$ cat src/rtl/srio_target_manage.sv
`default_nettype none
// ============================================================================
// Module   : srio_target_manage
// Brief    : Inbound SRIO target manager. Queues doorbells in a small FIFO,
//            tracks NWRITE completions, raises a level interrupt to the DSP and
//            exposes status/counters/queue on the asynchronous host bus.
// Revision : 1.0 - initial release
// ============================================================================
module srio_target_manage #(
    parameter int DB_FIFO_DEPTH = 16,
    parameter int DB_CNT_W      = 5
) (
    input  logic        sys_clk,
    input  logic        sys_rst,
    input  logic        srio_single_rdn,
    input  logic        srio_single_wrn,
    input  logic        srio_single_csn,
    input  logic [7:0]  srio_single_addr,
    input  logic [31:0] srio_single_dout,
    output logic [31:0] srio_single_din,
    input  logic        tgt_db_valid,
    input  logic [7:0]  tgt_db_src_id,
    input  logic [15:0] tgt_db_info,
    input  logic        tgt_wr_done,
    input  logic [33:0] tgt_wr_addr,
    input  logic [8:0]  tgt_wr_byte_count,
    output logic        db_irq
);

    localparam int PTR_W = (DB_FIFO_DEPTH > 1) ? $clog2(DB_FIFO_DEPTH) : 1;
    localparam logic [DB_CNT_W-1:0] FULL_CNT = DB_CNT_W'(DB_FIFO_DEPTH);

    localparam logic [7:0] ADDR_STATUS  = 8'h00;
    localparam logic [7:0] ADDR_DB_DATA = 8'h04;
    localparam logic [7:0] ADDR_IRQ_EN  = 8'h08;
    localparam logic [7:0] ADDR_IRQ_CLR = 8'h0C;
    localparam logic [7:0] ADDR_WR_LO   = 8'h10;
    localparam logic [7:0] ADDR_WR_INFO = 8'h14;
    localparam logic [7:0] ADDR_WR_CNT  = 8'h18;
    localparam logic [7:0] ADDR_DB_CNT  = 8'h1C;

    // Strobe synchronizers; sync_vld marks when the pipeline holds real samples
    logic        csn_s1_q, csn_s1_d, csn_s2_q, csn_s2_d;
    logic        rdn_s1_q, rdn_s1_d, rdn_s2_q, rdn_s2_d;
    logic        wrn_s1_q, wrn_s1_d, wrn_s2_q, wrn_s2_d;
    logic [1:0]  sync_vld_q, sync_vld_d;

    // Host access tracking
    logic        rd_idle_q, rd_idle_d;
    logic        rd_busy_q, rd_busy_d;
    logic        rd_pop_q, rd_pop_d;
    logic        wr_idle_q, wr_idle_d;
    logic        rd_act, wr_act, rd_rise, rd_fall, wr_rise;

    // Doorbell queue
    logic [23:0]         mem_q [DB_FIFO_DEPTH];
    logic [23:0]         mem_d [DB_FIFO_DEPTH];
    logic [PTR_W-1:0]    rd_ptr_q, rd_ptr_d, wr_ptr_q, wr_ptr_d;
    logic [DB_CNT_W-1:0] occ_q, occ_d;
    logic                push, pop, full;

    // Status / configuration / counters
    logic        ovf_q, ovf_d, wrd_q, wrd_d;
    logic [1:0]  irq_en_q, irq_en_d;
    logic [33:0] last_addr_q, last_addr_d;
    logic [8:0]  last_cnt_q, last_cnt_d;
    logic [31:0] wr_cnt_q, wr_cnt_d, db_cnt_q, db_cnt_d;
    logic [31:0] din_q, din_d, rd_data, status;
    logic        irq_q, irq_d;
    logic        clr_ovf, clr_wrd;
    logic        unused_dout;

    assign unused_dout = ^srio_single_dout[31:2];

    assign rd_act  = !csn_s2_q && !rdn_s2_q;
    assign wr_act  = !csn_s2_q && !wrn_s2_q;
    // A strobe only counts as a new edge after it has been seen idle with real samples
    assign rd_rise = rd_act && rd_idle_q;
    assign rd_fall = !rd_act && rd_busy_q;
    assign wr_rise = wr_act && wr_idle_q;

    // Synchronizer shift and host access edge bookkeeping
    always_comb begin
        csn_s1_d   = srio_single_csn;
        csn_s2_d   = csn_s1_q;
        rdn_s1_d   = srio_single_rdn;
        rdn_s2_d   = rdn_s1_q;
        wrn_s1_d   = srio_single_wrn;
        wrn_s2_d   = wrn_s1_q;
        sync_vld_d = {sync_vld_q[0], 1'b1};
        rd_idle_d  = sync_vld_q[1] && !rd_act;
        wr_idle_d  = sync_vld_q[1] && !wr_act;
        rd_busy_d  = rd_busy_q ? rd_act : rd_rise;
        rd_pop_d   = rd_pop_q;
        if (rd_rise) begin
            // Decide at latch time whether this access owns the head entry
            rd_pop_d = (srio_single_addr == ADDR_DB_DATA) && (occ_q != '0);
        end else if (rd_fall) begin
            rd_pop_d = 1'b0;
        end
    end

    // Doorbell FIFO: pop is applied before push so a full queue accepts on a pop cycle
    always_comb begin
        full     = (occ_q == FULL_CNT);
        pop      = rd_fall && rd_pop_q && (occ_q != '0);
        push     = tgt_db_valid && (!full || pop);
        mem_d    = mem_q;
        rd_ptr_d = rd_ptr_q;
        wr_ptr_d = wr_ptr_q;
        occ_d    = occ_q;
        if (push) begin
            mem_d[wr_ptr_q] = {tgt_db_src_id, tgt_db_info};
            wr_ptr_d        = wr_ptr_q + PTR_W'(1);
        end
        if (pop) begin
            rd_ptr_d = rd_ptr_q + PTR_W'(1);
        end
        if (push && !pop) begin
            occ_d = occ_q + DB_CNT_W'(1);
        end else if (pop && !push) begin
            occ_d = occ_q - DB_CNT_W'(1);
        end
    end

    // Register writes, sticky bits (set beats clear), counters and interrupt
    always_comb begin
        clr_ovf     = wr_rise && (srio_single_addr == ADDR_IRQ_CLR) && srio_single_dout[0];
        clr_wrd     = wr_rise && (srio_single_addr == ADDR_IRQ_CLR) && srio_single_dout[1];
        ovf_d       = (ovf_q && !clr_ovf) || (tgt_db_valid && !push);
        wrd_d       = (wrd_q && !clr_wrd) || tgt_wr_done;
        irq_en_d    = irq_en_q;
        if (wr_rise && (srio_single_addr == ADDR_IRQ_EN)) begin
            irq_en_d = srio_single_dout[1:0];
        end
        last_addr_d = last_addr_q;
        last_cnt_d  = last_cnt_q;
        wr_cnt_d    = wr_cnt_q;
        if (tgt_wr_done) begin
            last_addr_d = tgt_wr_addr;
            last_cnt_d  = tgt_wr_byte_count;
            wr_cnt_d    = wr_cnt_q + 32'd1;
        end
        db_cnt_d    = push ? db_cnt_q + 32'd1 : db_cnt_q;
        irq_d       = (irq_en_q[0] && (occ_q != '0)) || (irq_en_q[1] && wrd_q);
    end

    // Read data mux; din is captured only on the read strobe's leading edge
    always_comb begin
        status                 = 32'h7A61_0000;
        status[DB_CNT_W-1:0]   = occ_q;
        status[8]              = ovf_q;
        status[9]              = wrd_q;
        case (srio_single_addr)
            ADDR_STATUS:  rd_data = status;
            ADDR_DB_DATA: rd_data = (occ_q != '0) ? {8'h00, mem_q[rd_ptr_q]} : 32'h0;
            ADDR_IRQ_EN:  rd_data = {30'h0, irq_en_q};
            ADDR_WR_LO:   rd_data = last_addr_q[31:0];
            ADDR_WR_INFO: rd_data = {21'h0, last_cnt_q, last_addr_q[33:32]};
            ADDR_WR_CNT:  rd_data = wr_cnt_q;
            ADDR_DB_CNT:  rd_data = db_cnt_q;
            default:      rd_data = 32'h0;
        endcase
        din_d = rd_rise ? rd_data : din_q;
    end

    // Queue storage carries no reset; validity is tracked by the pointers
    always_ff @(posedge sys_clk) begin
        mem_q <= mem_d;
    end

    // State registers with synchronous reset; synchronizers idle high
    always_ff @(posedge sys_clk) begin
        if (sys_rst) begin
            csn_s1_q    <= 1'b1;
            csn_s2_q    <= 1'b1;
            rdn_s1_q    <= 1'b1;
            rdn_s2_q    <= 1'b1;
            wrn_s1_q    <= 1'b1;
            wrn_s2_q    <= 1'b1;
            sync_vld_q  <= 2'b00;
            rd_idle_q   <= 1'b0;
            rd_busy_q   <= 1'b0;
            rd_pop_q    <= 1'b0;
            wr_idle_q   <= 1'b0;
            rd_ptr_q    <= '0;
            wr_ptr_q    <= '0;
            occ_q       <= '0;
            ovf_q       <= 1'b0;
            wrd_q       <= 1'b0;
            irq_en_q    <= 2'b00;
            last_addr_q <= '0;
            last_cnt_q  <= '0;
            wr_cnt_q    <= '0;
            db_cnt_q    <= '0;
            din_q       <= '0;
            irq_q       <= 1'b0;
        end else begin
            csn_s1_q    <= csn_s1_d;
            csn_s2_q    <= csn_s2_d;
            rdn_s1_q    <= rdn_s1_d;
            rdn_s2_q    <= rdn_s2_d;
            wrn_s1_q    <= wrn_s1_d;
            wrn_s2_q    <= wrn_s2_d;
            sync_vld_q  <= sync_vld_d;
            rd_idle_q   <= rd_idle_d;
            rd_busy_q   <= rd_busy_d;
            rd_pop_q    <= rd_pop_d;
            wr_idle_q   <= wr_idle_d;
            rd_ptr_q    <= rd_ptr_d;
            wr_ptr_q    <= wr_ptr_d;
            occ_q       <= occ_d;
            ovf_q       <= ovf_d;
            wrd_q       <= wrd_d;
            irq_en_q    <= irq_en_d;
            last_addr_q <= last_addr_d;
            last_cnt_q  <= last_cnt_d;
            wr_cnt_q    <= wr_cnt_d;
            db_cnt_q    <= db_cnt_d;
            din_q       <= din_d;
            irq_q       <= irq_d;
        end
    end

    assign srio_single_din = din_q;
    assign db_irq          = irq_q;

endmodule
`default_nettype wire

$ cat config.mk
export PLATFORM = sky130hd
export DESIGN_NAME = srio_target_manage
export DESIGN_NICKNAME = d
export VERILOG_FILES = /design/src/rtl/srio_target_manage.sv
export SDC_FILE = /design/constraint.sdc
export NUM_CORES = 1
export LEC_CHECK = 0
export CAP_MARGIN = 0
export CORE_MARGIN = 2
export CORE_UTILIZATION = 63
export DETAILED_ROUTE_END_ITERATION = 10
export PLACE_DENSITY = 0.81
export SLEW_MARGIN = 20
export SYNTH_ARGS = -nofsm -noshare
export SYNTH_HDL_FRONTEND = slang
export SYNTH_SLANG_ARGS = --single-unit
$ cat constraint.sdc
create_clock -name sys_clk -period 9.2 [get_ports sys_clk]
set_input_delay 2.76 -clock sys_clk [delete_from_list [all_inputs] [get_ports sys_clk]]
set_output_delay 2.76 -clock sys_clk [all_outputs]
set_load 0.02 [all_outputs]
==> results of run 1 <==
-- cells in the mapped netlist, drive strengths merged, types with 19 or more instances --
cell / n / area [um2]
nor3: 21 / 138
clkbuf: 46 / 173
nand3: 25 / 125
o22ai: 39 / 244
o21ai: 27 / 135
xnor2: 30 / 263
nand4: 24 / 150
a21oi: 35 / 175
edfxtp: 384 / 11500
a221oi: 19 / 191
buf: 45 / 240
xor2: 31 / 272
mux2i: 78 / 781
nand2: 85 / 327
dfxtp: 169 / 3380
nor4: 19 / 125
mux4: 92 / 2070
nor2: 170 / 638
-- sequential cells by signal, summed over array words and instances (netlist names), 2 cells and up --
signal	count
mem_q	384
last_addr_q	34
db_cnt_q	32
srio_single_din	32
wr_cnt_q	32
last_cnt_q	9
occ_q	5
rd_ptr_q	4
wr_ptr_q	4
irq_en_q	2
sync_vld_q	2
-- metrics by stage --
stage	worst slack, ns	instance area, um2	hold slack (ns)	instances	utilization
finish	3.79	25700	0.408	2131	0.739
global route	3.78	25700	0.427	2131	0.739
CTS	3.94	25700	0.411	2130	0.739
detailed placement	3.44	24000	0.397	2033	0.691
global placement	3.45	24000	0.395	2033	0.691
floorplan	3.45	22300	0.389	1519	-
-- power by group --
part / switching, mW / internal (mW)
Combinational: 0.164 / 0.116
Clock: 0.943 / 1.19
Sequential: 0.0398 / 2.73
-- critical path: stages --
cell and delay, ns:
clkdlybuf4s50_1 0.78, nor2b_1 0.35, o21ai_1 0.11, or3_1 0.76
or3_1 0.63, a221oi_1 0.44
-- layout make-up --
| type | count | area [um2] | area share |
|---|---|---|---|
| flip-flops and latches | 553 | 14900 | 0.582 |
| inverters | 13 | 48.8 | 0.00190 |
| clock buffers | 64 | 1390 | 0.0541 |
| multi-input cells | 862 | 7030 | 0.274 |
| repair buffers | 150 | 1400 | 0.0547 |
| diodes | 1 | 2.50 | 0.0000975 |
| well taps | 455 | 569 | 0.0222 |
| clock inverters | 33 | 295 | 0.0115 |
-- placed cells by master (no fill, tap or decap), types with 12 or more instances in the layout --
master and n:
nor2_1 158, xnor2_1 30, nor4_1 18, xor2_1 31, nor3_1 13, mux4_2 92
clkinv_1 14, o21ai_0 26, dfxtp_1 166, clkdlybuf4s50_1 113, inv_1 13, a221oi_1 15
or3_1 18, nor2_2 12, clkbuf_16 53, nand3_1 25, o22ai_1 39, a21oi_1 35
a22oi_1 16, edfxtp_1 384, nand4_1 24, mux2i_1 78, nand2_1 82, buf_4 35
-- routing by layer --
| metal | vias up | wire [um] | track usage |
|---|---|---|---|
| met5 | - | 40 | 0 |
| met2 | 762 | 29700 | 0.553 |
| met4 | 4 | 1720 | 0.106 |
| met1 | 7099 | 20900 | 0.391 |
| li1 | 6082 | - | - |
| met3 | 134 | 4880 | 0.0613 |
-- cell families (layout without fill, tap and decap cells) --
kind of cell / count (synthesis) / after routing
compound gates: 186 / 186
xor+xnor: 61 / 61
fa+ha+maj: 12 / 12
buf+inv: 104 / 260
flops: 553 / 553
mux: 172 / 172
other cells: 0 / 1
simple gates: 431 / 431
-- path summary, 6_finish.rpt --
path	end	startpoint	depth (start not counted)	slack [ns]
worst max register to register	srio_single_din[19]	rd_ptr_q[1]	6	5.82
worst min-delay path	wrn_s2_q	wrn_s1_q	1	0.41
worst min register to register	wrn_s2_q	wrn_s1_q	1	0.41
worst max-delay path	srio_single_din[18]	srio_single_addr[4]	6	3.79
==> metrics.txt, run 1 <==
grt total ovfl 0; fill count 2,105; sequential share of the synthesized area 0.667; Post-layout nets roughly 1,800; Slew HR 0.244; hold_buf cts 0; post-synthesis mux area share 0.129; P&R area growth vs syn 14.8%; PD cells 202 nW/um2; first-pass GRT wire length 84.6 mm; Via Count 14,100; Max Fclk 0.185 GHz; Worst setup SP type primary input; required time of the worst setup path 9.66 ns; All-Layer GR Usage 0.314; initial antenna violation count 4; count of final setup violators 0; first drt pass iteration count 5; largest family of logic cells by synthesized area multiplexers; adder-cell share of the synthesized area 0.00706; Hold Path Class reg -> reg; cell area after synthesis around 22,000 um2; Slew @ Worst Pin 1.13 ns; WL per Instance 26.9 um; CTS tree done; syn_area_per_cell 14.7 um2; Initial Util 0.644; clock sinks 553; Post-synth ARST share 0; dpl hpwl 32.8 mm; Main synth FF type edfxtp_1; Pwr Total 5.18 mW; post-synth cell types a little over 60; die area 37,000 um2; syn_nets 1,645; Pins Over Slew Limit 0; Clock Pin Slew Worst Setup and Hold Paths 0.06 ns; Worst VDD drop roughly 0.00017 V; setup bufs post-CTS 0; Vias per Instance about 6.6; share of cells above drive strength 1 0.150; port bufs 116; worst-path maximum fanout 18; Initial DRC Count 1,387; number of remaining DRC errors 0; H-tree Lvls 2; core area ~35,000 um2; post-synthesis sequential element count about 550; status finished, final reports clean; Final Critical Period roughly 5.4 ns; Simple-Gate Fraction of Synth Area 0.0945; cell count after synthesis 1,519; CTS root buf clkbuf_16; vias in the first global route 13,900; clk buf depth 3; I/O pins 147; Die Height between 150 and 200 um; unrepaired setup endpoints after global routing false; CTS resizes 0; Fin Setup TNS 0 ns; post-synthesis xor/xnor area fraction 0.0239; final worst path period share 0.588; largest net degree at the start of global routing 99; CTS Buf Count 53; count of final hold-check violations 0; max-cap viol count 0; final WL 57.2 mm; Syn. warnings 0; die width 192 um; CP arrival 5.86 ns; Max Clock Skew roughly 0.048 ns; crit path kind in -> reg; clk_lat worst skew 0.61 ns; Static Leak 8.35 nW; Critical Path Sink Type register; Post-synth EDFFs 384; compound-gate portion of the synthesized area 0.0578; Row Count 68; RD Place Congestion 0.846; ANT nets after route 0
(Power assumes the default switching activity.)
==> run 2: changes to the inputs <==
--- a/config.mk
+++ b/config.mk
@@ -7,9 +7,9 @@
 export LEC_CHECK = 0
 export CAP_MARGIN = 0
 export CORE_MARGIN = 2
-export CORE_UTILIZATION = 63
+export CORE_UTILIZATION = 53
 export DETAILED_ROUTE_END_ITERATION = 10
-export PLACE_DENSITY = 0.81
+export PLACE_DENSITY = 0.73
 export SLEW_MARGIN = 20
 export SYNTH_ARGS = -nofsm -noshare
 export SYNTH_HDL_FRONTEND = slang
==> constraint.sdc (replaced) <==
create_clock -name sys_clk -period 4.7 [get_ports sys_clk]
set_input_delay 1.41 -clock sys_clk [delete_from_list [all_inputs] [get_ports sys_clk]]
set_output_delay 1.41 -clock sys_clk [all_outputs]
set_load 0.02 [all_outputs]
==> metrics.txt, run 2 (synthesis gave the netlist of run 1 again) <==
CP arrival 3.99 ns (was 5.86 ns); final WL 53.3 mm (was 57.2 mm); sw power 2.18 mW (was 1.15 mW); most frequent cells in the layout edfxtp_1, dfxtp_1, nor2_1, clkdlybuf4s50_1, mux4_2 (unchanged); Final Non-Filler Cells 2,225 (was 2,131); Clock Pin Slew Worst Setup and Hold Paths 0.06 ns (about the same); setup bufs post-CTS 0 (unchanged); H-tree Lvls 2 (unchanged); Row Count 75 (was 68); initial antenna violation count 2 (was 4); clock share of power 0.401 (was 0.412); grt total ovfl 0 (unchanged); RD Place Congestion 0.870 (was 0.846); PD cells 386 nW/um2 (was 202 nW/um2); Post-layout nets 1,770 (was 1,759); Static Leak 8.37 nW (was 8.35 nW); final worst path period share 0.733; placed insts 2,129 (was 2,033); largest net degree at the start of global routing 93 (was 99); max reg flops 384 (unchanged); clock sinks 553 (unchanged); number of remaining DRC errors 0 (unchanged); combinational share of power 0.056 (was 0.054); Vias per Instance 6.15 (was 6.61); WL per Instance 24.0 um (was 26.9 um); Antenna Cells 0 (was 1); fill count 3,029 (was 2,105); Max Fclk 0.290 GHz; Final Critical Period 3.45 ns; core area 41,800 um2 (was 34,700 um2); max-cap viol count 0 (unchanged); Slew @ Worst Pin 0.967 ns (was 1.13 ns); Critical Path Sink Type register (unchanged); ANT nets after route 0 (unchanged); pre-CTS setup slack 0.673 ns (was 3.44 ns); unrepaired setup endpoints after global routing false (unchanged); Slew HR 0.355 (was 0.244); port bufs 116 (unchanged); vias in the first global route 13,600 (was 13,900); dpl hpwl 33.2 mm (was 32.8 mm); Worst setup SP type primary input (unchanged); hold_buf cts 0 (unchanged); All-Layer GR Usage 0.248 (was 0.314); clk buf depth 3 (unchanged); clk_lat worst skew 0.61 ns (about the same); fin util 0.618 (was 0.739); final worst slack 1.25 ns (was 3.79 ns); Initial Util 0.535 (was 0.644); Net Sw Frac 0.219 (was 0.221); Via Count 13,700 (was 14,100); CTS tree done (unchanged); crit path kind in -> reg (unchanged); CTS Buf Count 52 (was 53); Hold Path Class reg -> reg (unchanged); I/O pins 147 (unchanged); biggest regs mem_q x384, last_addr_q x34 (unchanged); Max Clock Skew 0.0268 ns (was 0.0477 ns); Worst VDD drop 0.000290 V (was 0.000168 V); share of cells above drive strength 1 0.154 (was 0.150); internal power 7.78 mW (was 4.03 mW); required time of the worst setup path 5.24 ns (was 9.66 ns); die width 209 um (was 192 um); Flop pwr share 0.543 (was 0.534); first-pass GRT wire length 81.5 mm (was 84.6 mm); Initial DRC Count 1,393 (was 1,387); Fin Setup TNS 0 ns (unchanged); worst-path maximum fanout 12 (was 18); hold_ws 0.420 ns (was 0.408 ns); status finished, final reports clean (unchanged); count of final setup violators 0 (unchanged); Pins Over Slew Limit 0 (unchanged); commonest non-fill, non-tap cell in the layout edfxtp_1 (unchanged); CTS root buf clkbuf_16 (unchanged); count of final hold-check violations 0 (unchanged); Top reg by flops mem_q (unchanged); first drt pass iteration count 6 (was 5); P&R area growth vs syn 15.4% (was 14.8%); die area 43,800 um2 (was 37,000 um2); CTS resizes 0 (unchanged); Die Height 209 um (was 192 um)
## run 2: cell count changes in the layout (fill, tap and decap cells not counted), sizes merged
cell and delta:
clkinv -8, inv -1, diode -1, buf +12, clkinvlp +1, clkbuf +9
bufinv -2
## run 2: layer usage
| layer | up-vias | share of wire | track usage |
|---|---|---|---|
| met5 | - | 0.00024 | 0 |
| met4 | 2 | 0.036 | 0.0901 |
| met3 | 124 | 0.073 | 0.0434 |
| met2 | 562 | 0.48 | 0.409 |
| met1 | 6912 | 0.41 | 0.335 |
| li1 | 6094 | - | - |
## run 2: path summary, 6_finish.rpt
| kind | startpoint | endpoint | slack [ns] | cells after the start |
|---|---|---|---|---|
| worst max register to register | occ_q[0] | occ_q[4] | 1.63 | 11 |
| worst max-delay path | srio_single_addr[7] | srio_single_din[3] | 1.25 | 7 |
| worst min-delay path | csn_s1_q | csn_s2_q | 0.42 | 1 |
| worst min register to register | csn_s1_q | csn_s2_q | 0.42 | 1 |
## run 2: cell type report
type	count	area [um2]	share of cell area
flip-flops and latches	553	14900	0.579
multi-input cells	862	7030	0.272
repair buffers	162	1510	0.0584
clock buffers	73	1410	0.0547
well taps	539	674	0.0261
clock inverters	23	201	0.00781
inverters	13	48.8	0.00189
## run 2: per-stage QoR
stage                     instance area [um2]  power, mW
final                                   25800       9.96
after CTS                               25800       10.0
after floorplan                         22300       5.80
after detailed placement                24200       6.07
after global routing                    25800       10.3
after global placement                  24200       6.04
## run 2: power by group through the flow
stage	sequential, mW	combinational [mW]	clock [mW]
finish	5.41	0.555	3.99
floorplan	5.49	0.315	0
detailed placement	5.51	0.552	0
global placement	5.51	0.537	0
CTS	5.41	0.558	4.05
global route	5.42	0.604	4.25
## run 2: worst max-delay path: stages
cell and delay, ns:
clkdlybuf4s50_1 0.52, nor3_4 0.28, nand2_2 0.09, or3_1 0.65
buf_4 0.30, nor4_1 0.56, o21a_1 0.17
